$ cat config.mk
export PLATFORM = sky130hd
export DESIGN_NAME = ex_operand_stage
export DESIGN_NICKNAME = d
export VERILOG_FILES = /design/src/rtl/ex_operand_stage.sv
export SDC_FILE = /design/constraint.sdc
export NUM_CORES = 1
export LEC_CHECK = 0
export ABC_AREA = 1
export BUFFER_PORTS_ARGS = -buffer_cell sky130_fd_sc_hd__buf_2
export CORE_UTILIZATION = 38
export DETAILED_ROUTE_END_ITERATION = 12
export SYNTH_ARGS = -nofsm -noshare
export SYNTH_HDL_FRONTEND = slang
export SYNTH_SLANG_ARGS = --single-unit
$ cat constraint.sdc
create_clock -name clk -period 3.8 [get_ports clk]
set_input_delay 0.19 -clock clk [delete_from_list [all_inputs] [get_ports clk]]
set_output_delay 0.19 -clock clk [all_outputs]
set_load 0.01 [all_outputs]
$ cat src/rtl/ex_operand_stage.sv
// Execute-stage operand register: single-entry valid/ready pipeline slot between decode
// and the ALU, with rs1/rs2 forwarding from MEM/WB and forwarding refresh while stalled.
module ex_operand_stage (
  input  logic        clk,
  input  logic        rst,
  input  logic        in_valid,
  output logic        in_ready,
  input  logic [4:0]  in_rs1,
  input  logic [4:0]  in_rs2,
  input  logic [4:0]  in_rd,
  input  logic [31:0] in_rs1_val,
  input  logic [31:0] in_rs2_val,
  input  logic [31:0] in_imm,
  input  logic        in_use_imm,
  input  logic [4:0]  in_shamt,
  input  logic [3:0]  in_cntr,
  input  logic        in_not_s,
  input  logic        in_wb_en,
  input  logic        flush,
  input  logic        out_ready,
  output logic        out_valid,
  output logic [31:0] srca,
  output logic [31:0] srcb,
  output logic [4:0]  shamt,
  output logic [3:0]  cntr,
  output logic        not_s,
  output logic [4:0]  out_rd,
  output logic        out_wb_en,
  output logic        illegal_op,
  input  logic        mem_wb_en,
  input  logic        wb_wb_en,
  input  logic [4:0]  mem_rd,
  input  logic [4:0]  wb_rd,
  input  logic [31:0] mem_result,
  input  logic [31:0] wb_result
);

  localparam int unsigned XLEN = 32;
  localparam int unsigned RW   = 5;
  localparam int unsigned OPW  = 4;

  localparam logic [OPW-1:0] OP_ADD = 4'b0000;
  localparam logic [OPW-1:0] OP_AM  = 4'b1000;

  logic            valid_q;
  logic [RW-1:0]   rs1_q, rs2_q, rd_q, shamt_q;
  logic [XLEN-1:0] rs1_val_q, rs2_val_q, imm_q;
  logic            use_imm_q, not_s_q, wb_en_q, illegal_q;
  logic [OPW-1:0]  cntr_q;

  logic            capture;
  logic            stall;
  logic            op_legal;
  logic [XLEN-1:0] fwd_rs1, fwd_rs2;

  assign in_ready = !valid_q || out_ready;
  assign capture  = in_valid && in_ready;
  assign stall    = valid_q && !out_ready;
  assign op_legal = (in_cntr <= OP_AM);

  // Operand bypass: MEM is younger than WB, so it wins; x0 is never forwarded.
  always_comb begin
    fwd_rs1 = rs1_val_q;
    fwd_rs2 = rs2_val_q;
    if (mem_wb_en && (mem_rd == rs1_q) && (rs1_q != '0)) begin
      fwd_rs1 = mem_result;
    end else if (wb_wb_en && (wb_rd == rs1_q) && (rs1_q != '0)) begin
      fwd_rs1 = wb_result;
    end
    if (mem_wb_en && (mem_rd == rs2_q) && (rs2_q != '0)) begin
      fwd_rs2 = mem_result;
    end else if (wb_wb_en && (wb_rd == rs2_q) && (rs2_q != '0)) begin
      fwd_rs2 = wb_result;
    end
  end

  always_ff @(posedge clk) begin
    if (rst) begin
      valid_q   <= 1'b0;
      rs1_q     <= '0;
      rs2_q     <= '0;
      rd_q      <= '0;
      shamt_q   <= '0;
      rs1_val_q <= '0;
      rs2_val_q <= '0;
      imm_q     <= '0;
      use_imm_q <= 1'b0;
      not_s_q   <= 1'b0;
      wb_en_q   <= 1'b0;
      illegal_q <= 1'b0;
      cntr_q    <= OP_ADD;
    end else if (flush) begin
      valid_q <= 1'b0;
    end else if (capture) begin
      valid_q   <= 1'b1;
      rs1_q     <= in_rs1;
      rs2_q     <= in_rs2;
      rd_q      <= in_rd;
      shamt_q   <= in_shamt;
      rs1_val_q <= in_rs1_val;
      rs2_val_q <= in_rs2_val;
      imm_q     <= in_imm;
      use_imm_q <= in_use_imm;
      not_s_q   <= in_not_s;
      // Illegal ops become a harmless ADD that never writes back.
      wb_en_q   <= in_wb_en && op_legal;
      illegal_q <= !op_legal;
      cntr_q    <= op_legal ? in_cntr : OP_ADD;
    end else if (stall) begin
      // Absorb forwarded results so producers retiring during the stall are not lost.
      rs1_val_q <= fwd_rs1;
      rs2_val_q <= fwd_rs2;
    end else if (valid_q && out_ready) begin
      valid_q <= 1'b0;
    end
  end

  assign out_valid  = valid_q;
  assign srca       = fwd_rs1;
  assign srcb       = use_imm_q ? imm_q : fwd_rs2;
  assign shamt      = use_imm_q ? shamt_q : fwd_rs2[RW-1:0];
  assign cntr       = cntr_q;
  assign not_s      = not_s_q;
  assign out_rd     = rd_q;
  assign out_wb_en  = wb_en_q;
  assign illegal_op = illegal_q;

endmodule

==> results.cfg, run 1 <==
[critical_path]
cp_cell_sequence = inv_2 -> nand3_1 -> nor2_2 -> nor2_4 -> nand2_4 -> nand2_1 -> nand3_2 -> and2_1 -> buf_2
timing_worst_setup_path_type = reg -> out
critPathMaxStageDelay_ps = 530
crit_arrival_ps = 2590
worstPathRequired_ps = 3610
reg2reg_setup_slack_ps = 1370
crit_path_end_kind = output pin
critPathSlowestCell = sky130_fd_sc_hd__nor2_4
setup_crit_start_kind = register
worst_path_top_cell_family_by_delay = simple AND/OR/NAND/NOR gates
worst-path-max-fanout = 32
worstPathBufferInverterCount = 2

[floorplan]
coreArea_sq_mm = 0.0213
start_util_pct = 39.1
die_y_microns = 150
fp.dieW_microns = 150
fp-row-count = 53
floorplan.die_area_sq_mm = 0.0225
num_io_pins = 287

[timing]
setup_viol = 0
slew_headroom_pct = 32.4
fmaxAchievable_mhz = 360
final-hold-violation-count = 0
totalNegativeSetupSlack_ps = 0
hold_ws_ps = 19.4
skew_ps = 9.23
period_needed_ps = 2780
report.final.slew_viol_count = 0
timing_worst_slew_pin_value_ps = 1010
worst_slack_ps = 1020
post-route-period-util_pct = 73.1
rsz0062_at_grt = no

[synth]
ys_ff_latch = 125
mappedNetlistNets = 1346
synthesis.instances = 1142
synth.yosys.seq_area_share_pct = 30.0
post_synth_most_frequent_cells = sky130_fd_sc_hd__nand2_1, sky130_fd_sc_hd__nand3_1, sky130_fd_sc_hd__dfxtp_1, sky130_fd_sc_hd__o21ai_0, sky130_fd_sc_hd__nand3_2
synth_async_sr_flop_share_pct = 0
synthesis.yosys.warnings = 0
primary_ff_master_synth = sky130_fd_sc_hd__dfxtp_1
yosys.area.top_type = sky130_fd_sc_hd__dfxtp_1
yosys.cell_types.count = 25
syn-mean-instance-area_sq_um = 7.29
netlist_top_cells_area = sky130_fd_sc_hd__dfxtp_1, sky130_fd_sc_hd__nand3_2, sky130_fd_sc_hd__nand3_1
post_syn_area_sq_mm = 0.00833
synth_largest_type_area_fraction_pct = 30.0
synth_enable_flop_cells = 0

[detailed_routing]
detail_route.wl_per_cell_microns = 18.2
drt_first_iter_violations = 660
avgViaCountPerCell = 5.35
drc_errors = 0
final_wl_microns = 30400
iteration_count_of_the_initial_detailed_routing_pass = 6
detailroute.via_count = 8920
postRouteAntennaNets = 0

[clock_tree]
cts_max_level = 4
max-clock-path-buffers = 2
cts_tree = built
clockRootBuffer = sky130_fd_sc_hd__clkbuf_16
numCtsBuffers = 17
ctsResizeCount = 0
tritoncts_num_sinks = 125
postCtsSetupRepairBufs = 0
clkLatencyLatePin_ps = 420
clkTransAtPathRegs_ps = 60

[global_routing]
initial_antenna_violation_count = 6
overflow_left_after_global_routing = 0
globalRouteMet1Util_pct = 36.7
global_route_wire_length_before_repair_microns = 45800
groute.usage.overall_pct = 26.8
grt_busiest_layer = met2
grt_max_degree = 66
use_met2_pct = 39.4
via_count_of_the_first_global_routing_pass = 8376
globalRouteMet3Util_pct = 6.89

[place]
place_inst = 1627
postPlaceCellArea_sq_mm = 0.00971
gpl.final_weighted_congestion = 0.933
hpwl_microns = 21300
numPortBuffers = 286
place_ws_ps = 1410

[run_status]
status = completed

[power_and_ir_drop]
power_per_cell_area_mw_per_mm2 = 378
power.static_leakage_nw = 4.83
vdd.ir_drop.worst_uv = 286

[hold_path]
min_delay_path_class = in -> reg

[final_layout]
final_cell_area_sq_mm = 0.0103
drive_gt1_share_pct = 39.9
stdcell_count = 1668
fin_nets = 1582
layout-area-overhead-vs-synth_pct = 24.2
n_fill_cell = 2188

[flow_run]
max_cap_viol_count = 0
repair_timing:
action / CTS / global route
hold endpoints to repair: 8 / 0
hold buffers: 7 / 0
setup endpoints to repair: 0 / 0
per-stage QoR:
stage | utilization, % | total power, mW
2_1_floorplan | - | 2.02
3_3_place_gp | 45.6 | 2.35
3_5_place_dp | 45.6 | 2.36
4_1_cts | 48.5 | 3.93
5_1_grt | 48.6 | 4.10
6_report | 48.6 | 3.91
per-layer routing:
metal / wire (microns) / vias to the layer above
met5: 23 / -
met4: 732 / 4
met3: 2770 / 48
met2: 13100 / 429
met1: 13700 / 4081
li1: - / 4358
power breakdown:
part           internal (mW)  switching (mW)  leakage, nW
Clock                  0.918           0.644        0.262
Combinational          0.323           0.579         3.54
Sequential              1.40          0.0399         1.03
Total                   2.64            1.26         4.83
cells in the final DEF (no fill, tap or decap), drive strengths merged:
cell type	instances
buf	302
nand3	261
a21oi	184
o21ai	159
nand2	151
dfxtp	125
inv	104
and2	32
nor2	28
clkbuf	19
dlygate4sd3	7
clkinv	5
nand4	4
clkinvlp	4
diode	3
o211ai	2
nor4	1
a22oi	1
bufinv	1
path summary, 6_finish.rpt:
| path | end | depth (start not counted) | from |
|---|---|---|---|
| worst min register to register | imm_q[31]$_SDFFE_PP0P_ | 2 | imm_q[31]$_SDFFE_PP0P_ |
| worst min-delay path | not_s$_SDFFE_PP0P_ | 3 | in_not_s |
| worst max-delay path | srca[22] | 9 | rs1_q[3]$_SDFFE_PP0P_ |
| worst max register to register | rs2_q[1]$_SDFFE_PP0P_ | 8 | out_valid$_SDFFE_PP0P_ |
layout make-up:
type	count	area, sq um	share of cell area [%]
Antenna cell	3	7.51	0.0726
Clock buffer	19	443	4.28
Clock inverter	12	114	1.10
Inverter	102	384	3.71
Multi-Input combinational cell	823	4910	47.5
Sequential cell	125	2500	24.2
Tap cell	275	344	3.33
Timing Repair Buffer	309	1630	15.8
flip-flops by register name, indices dropped and copies added (netlist names), 4 cells and up:
| signal | count |
|---|---|
| imm_q | 32 |
| cntr | 4 |
| rs2_val_q | 32 |
| rs1_val_q | 32 |
| rs2_q | 5 |
| shamt_q | 5 |
| rs1_q | 5 |
| out_rd | 5 |
worst register-to-register path, cell delays in order, from the launching register on:
cell,delay (ps)
sky130_fd_sc_hd__dfxtp_1,350
sky130_fd_sc_hd__nand2_1,170
sky130_fd_sc_hd__nand2_4,430
sky130_fd_sc_hd__nor2_1,80
sky130_fd_sc_hd__buf_4,190
sky130_fd_sc_hd__inv_2,330
sky130_fd_sc_hd__buf_4,430
sky130_fd_sc_hd__o21ai_0,200
sky130_fd_sc_hd__a21oi_1,180
kinds of logic after synthesis:
logic type      count (synthesis)  synth area share (%)
simple gates                  477                  35.1
compound gates                346                  23.6
buf+inv                       194                  11.2
flops                         125                  30.0
(Power assumes the default switching activity.)
==> inputs of run 2 (changes only) <==
- PLACE_DENSITY: default -> 0.66
- clock period: 3.8 -> 2.4 ns (I/O delays scaled with it)
==> results.cfg, run 2 (synthesis gave the netlist of run 1 again) <==
[run_status]
status = completed

[hold_path]
min_delay_path_class = in -> reg

[floorplan]
coreArea_sq_mm = 0.0213
floorplan.die_area_sq_mm = 0.0225
fp-row-count = 53
die_y_microns = 150
fp.dieW_microns = 150
start_util_pct = 39.1
num_io_pins = 287

[timing]
post-route-period-util_pct = 97.1
rsz0062_at_grt = no
setup_viol = 0
skew_ps = 12.4
worst_slack_ps = 70.1
totalNegativeSetupSlack_ps = 0
fmaxAchievable_mhz = 429
report.final.slew_viol_count = 0
timing_worst_slew_pin_value_ps = 722
final-hold-violation-count = 0
hold_ws_ps = 3.42
slew_headroom_pct = 51.9
period_needed_ps = 2330

[power_and_ir_drop]
power_per_cell_area_mw_per_mm2 = 557
vdd.ir_drop.worst_uv = 471
total_power_mw = 6.39
power.static_leakage_nw = 5.28

[clock_tree]
tritoncts_num_sinks = 125
clkLatencyLatePin_ps = 430
clockRootBuffer = sky130_fd_sc_hd__clkbuf_16
max-clock-path-buffers = 2
cts_tree = built
cts_max_level = 4
numCtsBuffers = 17
clkTransAtPathRegs_ps = 70

[final_layout]
stdcell_count = 1760
layout_top_registers = imm_q (32), rs1_val_q (32), rs2_val_q (32)
layout-area-overhead-vs-synth_pct = 37.7
drive_gt1_share_pct = 39.0
layout_common_cells = sky130_fd_sc_hd__buf_2, sky130_fd_sc_hd__nand3_1, sky130_fd_sc_hd__nand2_1
n_fill_cell = 2072
multiInputGateArea_sq_mm = 0.00495
register_area_sq_mm = 0.00250
layout_commonest_cell = sky130_fd_sc_hd__buf_2
fin_nets = 1676

[global_routing]
grt_max_degree = 85
overflow_left_after_global_routing = 0
via_count_of_the_first_global_routing_pass = 8678
global_route_wire_length_before_repair_microns = 47600
groute.usage.overall_pct = 27.7
initial_antenna_violation_count = 2

[place]
place_ws_ps = 316
place_inst = 1635
numPortBuffers = 286
gpl.final_weighted_congestion = 0.958
hpwl_microns = 22000

[critical_path]
worstPathRequired_ps = 2280
crit_path_end_kind = output pin
worst-path-max-fanout = 12
crit_arrival_ps = 2210
setup_crit_start_kind = register
timing_worst_setup_path_type = reg -> out

[detailed_routing]
final_wl_microns = 32100
iteration_count_of_the_initial_detailed_routing_pass = 5
detailroute.via_count = 9440
postRouteAntennaNets = 0
drc_errors = 0
avgViaCountPerCell = 5.36
drt_first_iter_violations = 912
detail_route.wl_per_cell_microns = 18.3

[flow_run]
max_cap_viol_count = 0
## run 2: cell count changes in the layout (fill, tap and decap cells not counted), sizes merged
cell	change
clkinv	+2
dlygate4sd3	+72
buf	+19
diode	-1
clkinvlp	-1
nand2	+1
## run 2: final timing paths
check                          from                    endpoint  slack (ps)  cells after the start
max           rs2_q[2]$_SDFFE_PP0P_                    srcb[23]          70                     13
min                  in_rs1_val[26]  rs1_val_q[26]$_SDFFE_PP0P_           3                      3
max reg2reg  out_valid$_SDFFE_PP0P_       rs2_q[0]$_SDFFE_PP0P_         530                      7
min reg2reg  imm_q[31]$_SDFFE_PP0P_      imm_q[31]$_SDFFE_PP0P_         450                      2
## run 2: area by class of cell
cell class / count / share of cell area, %
multi-input cells: 824 / 43.2
diodes: 2 / 0.0436
well taps: 275 / 3.00
clock inverters: 13 / 1.05
repair buffers: 402 / 23.8
inverters: 102 / 3.39
flip-flops and latches: 125 / 21.8
clock buffers: 17 / 3.71
## run 2: layer usage
metal	global-route usage (%)	wire, microns
met5	0	0
met4	11.4	904
met3	5.70	2380
met2	40.8	14100
met1	39.1	14700
## run 2: where the power goes
| part | total (mW) | internal, mW | switching [mW] |
|---|---|---|---|
| Sequential | 2.29 | 2.22 | 0.0657 |
| Clock | 2.48 | 1.42 | 1.06 |
| Combinational | 1.62 | 0.661 | 0.963 |
## run 2: timing repair
action                     CTS  global route
hold buffers                79             0
hold endpoints to repair    80             0
cloned                       0             3
setup endpoints to repair   57            66
pin swaps                    1             5
buffers inserted             2             9
resized for setup            4            18
## run 2: per-stage QoR
| stage | util, % | instance area (sq um) |
|---|---|---|
| after global routing | 53.9 | 11500 |
| after detailed placement | 46.2 | 9840 |
| after CTS | 52.7 | 11200 |
| after global placement | 46.2 | 9840 |
| after floorplan | - | 8330 |
| final | 53.9 | 11500 |
## run 2: worst max-delay path: stages (launching register included)
cell	delay (ps)
sky130_fd_sc_hd__dfxtp_1	330
sky130_fd_sc_hd__inv_2	90
sky130_fd_sc_hd__nand2_1	60
sky130_fd_sc_hd__nand2_1	90
sky130_fd_sc_hd__nand2_2	80
sky130_fd_sc_hd__nor2_4	160
sky130_fd_sc_hd__buf_12	140
sky130_fd_sc_hd__buf_12	100
sky130_fd_sc_hd__clkbuf_16	150
sky130_fd_sc_hd__nand3_1	100
sky130_fd_sc_hd__nand3_2	90
sky130_fd_sc_hd__nand3_1	70
sky130_fd_sc_hd__o21ai_1	150
sky130_fd_sc_hd__buf_2	180
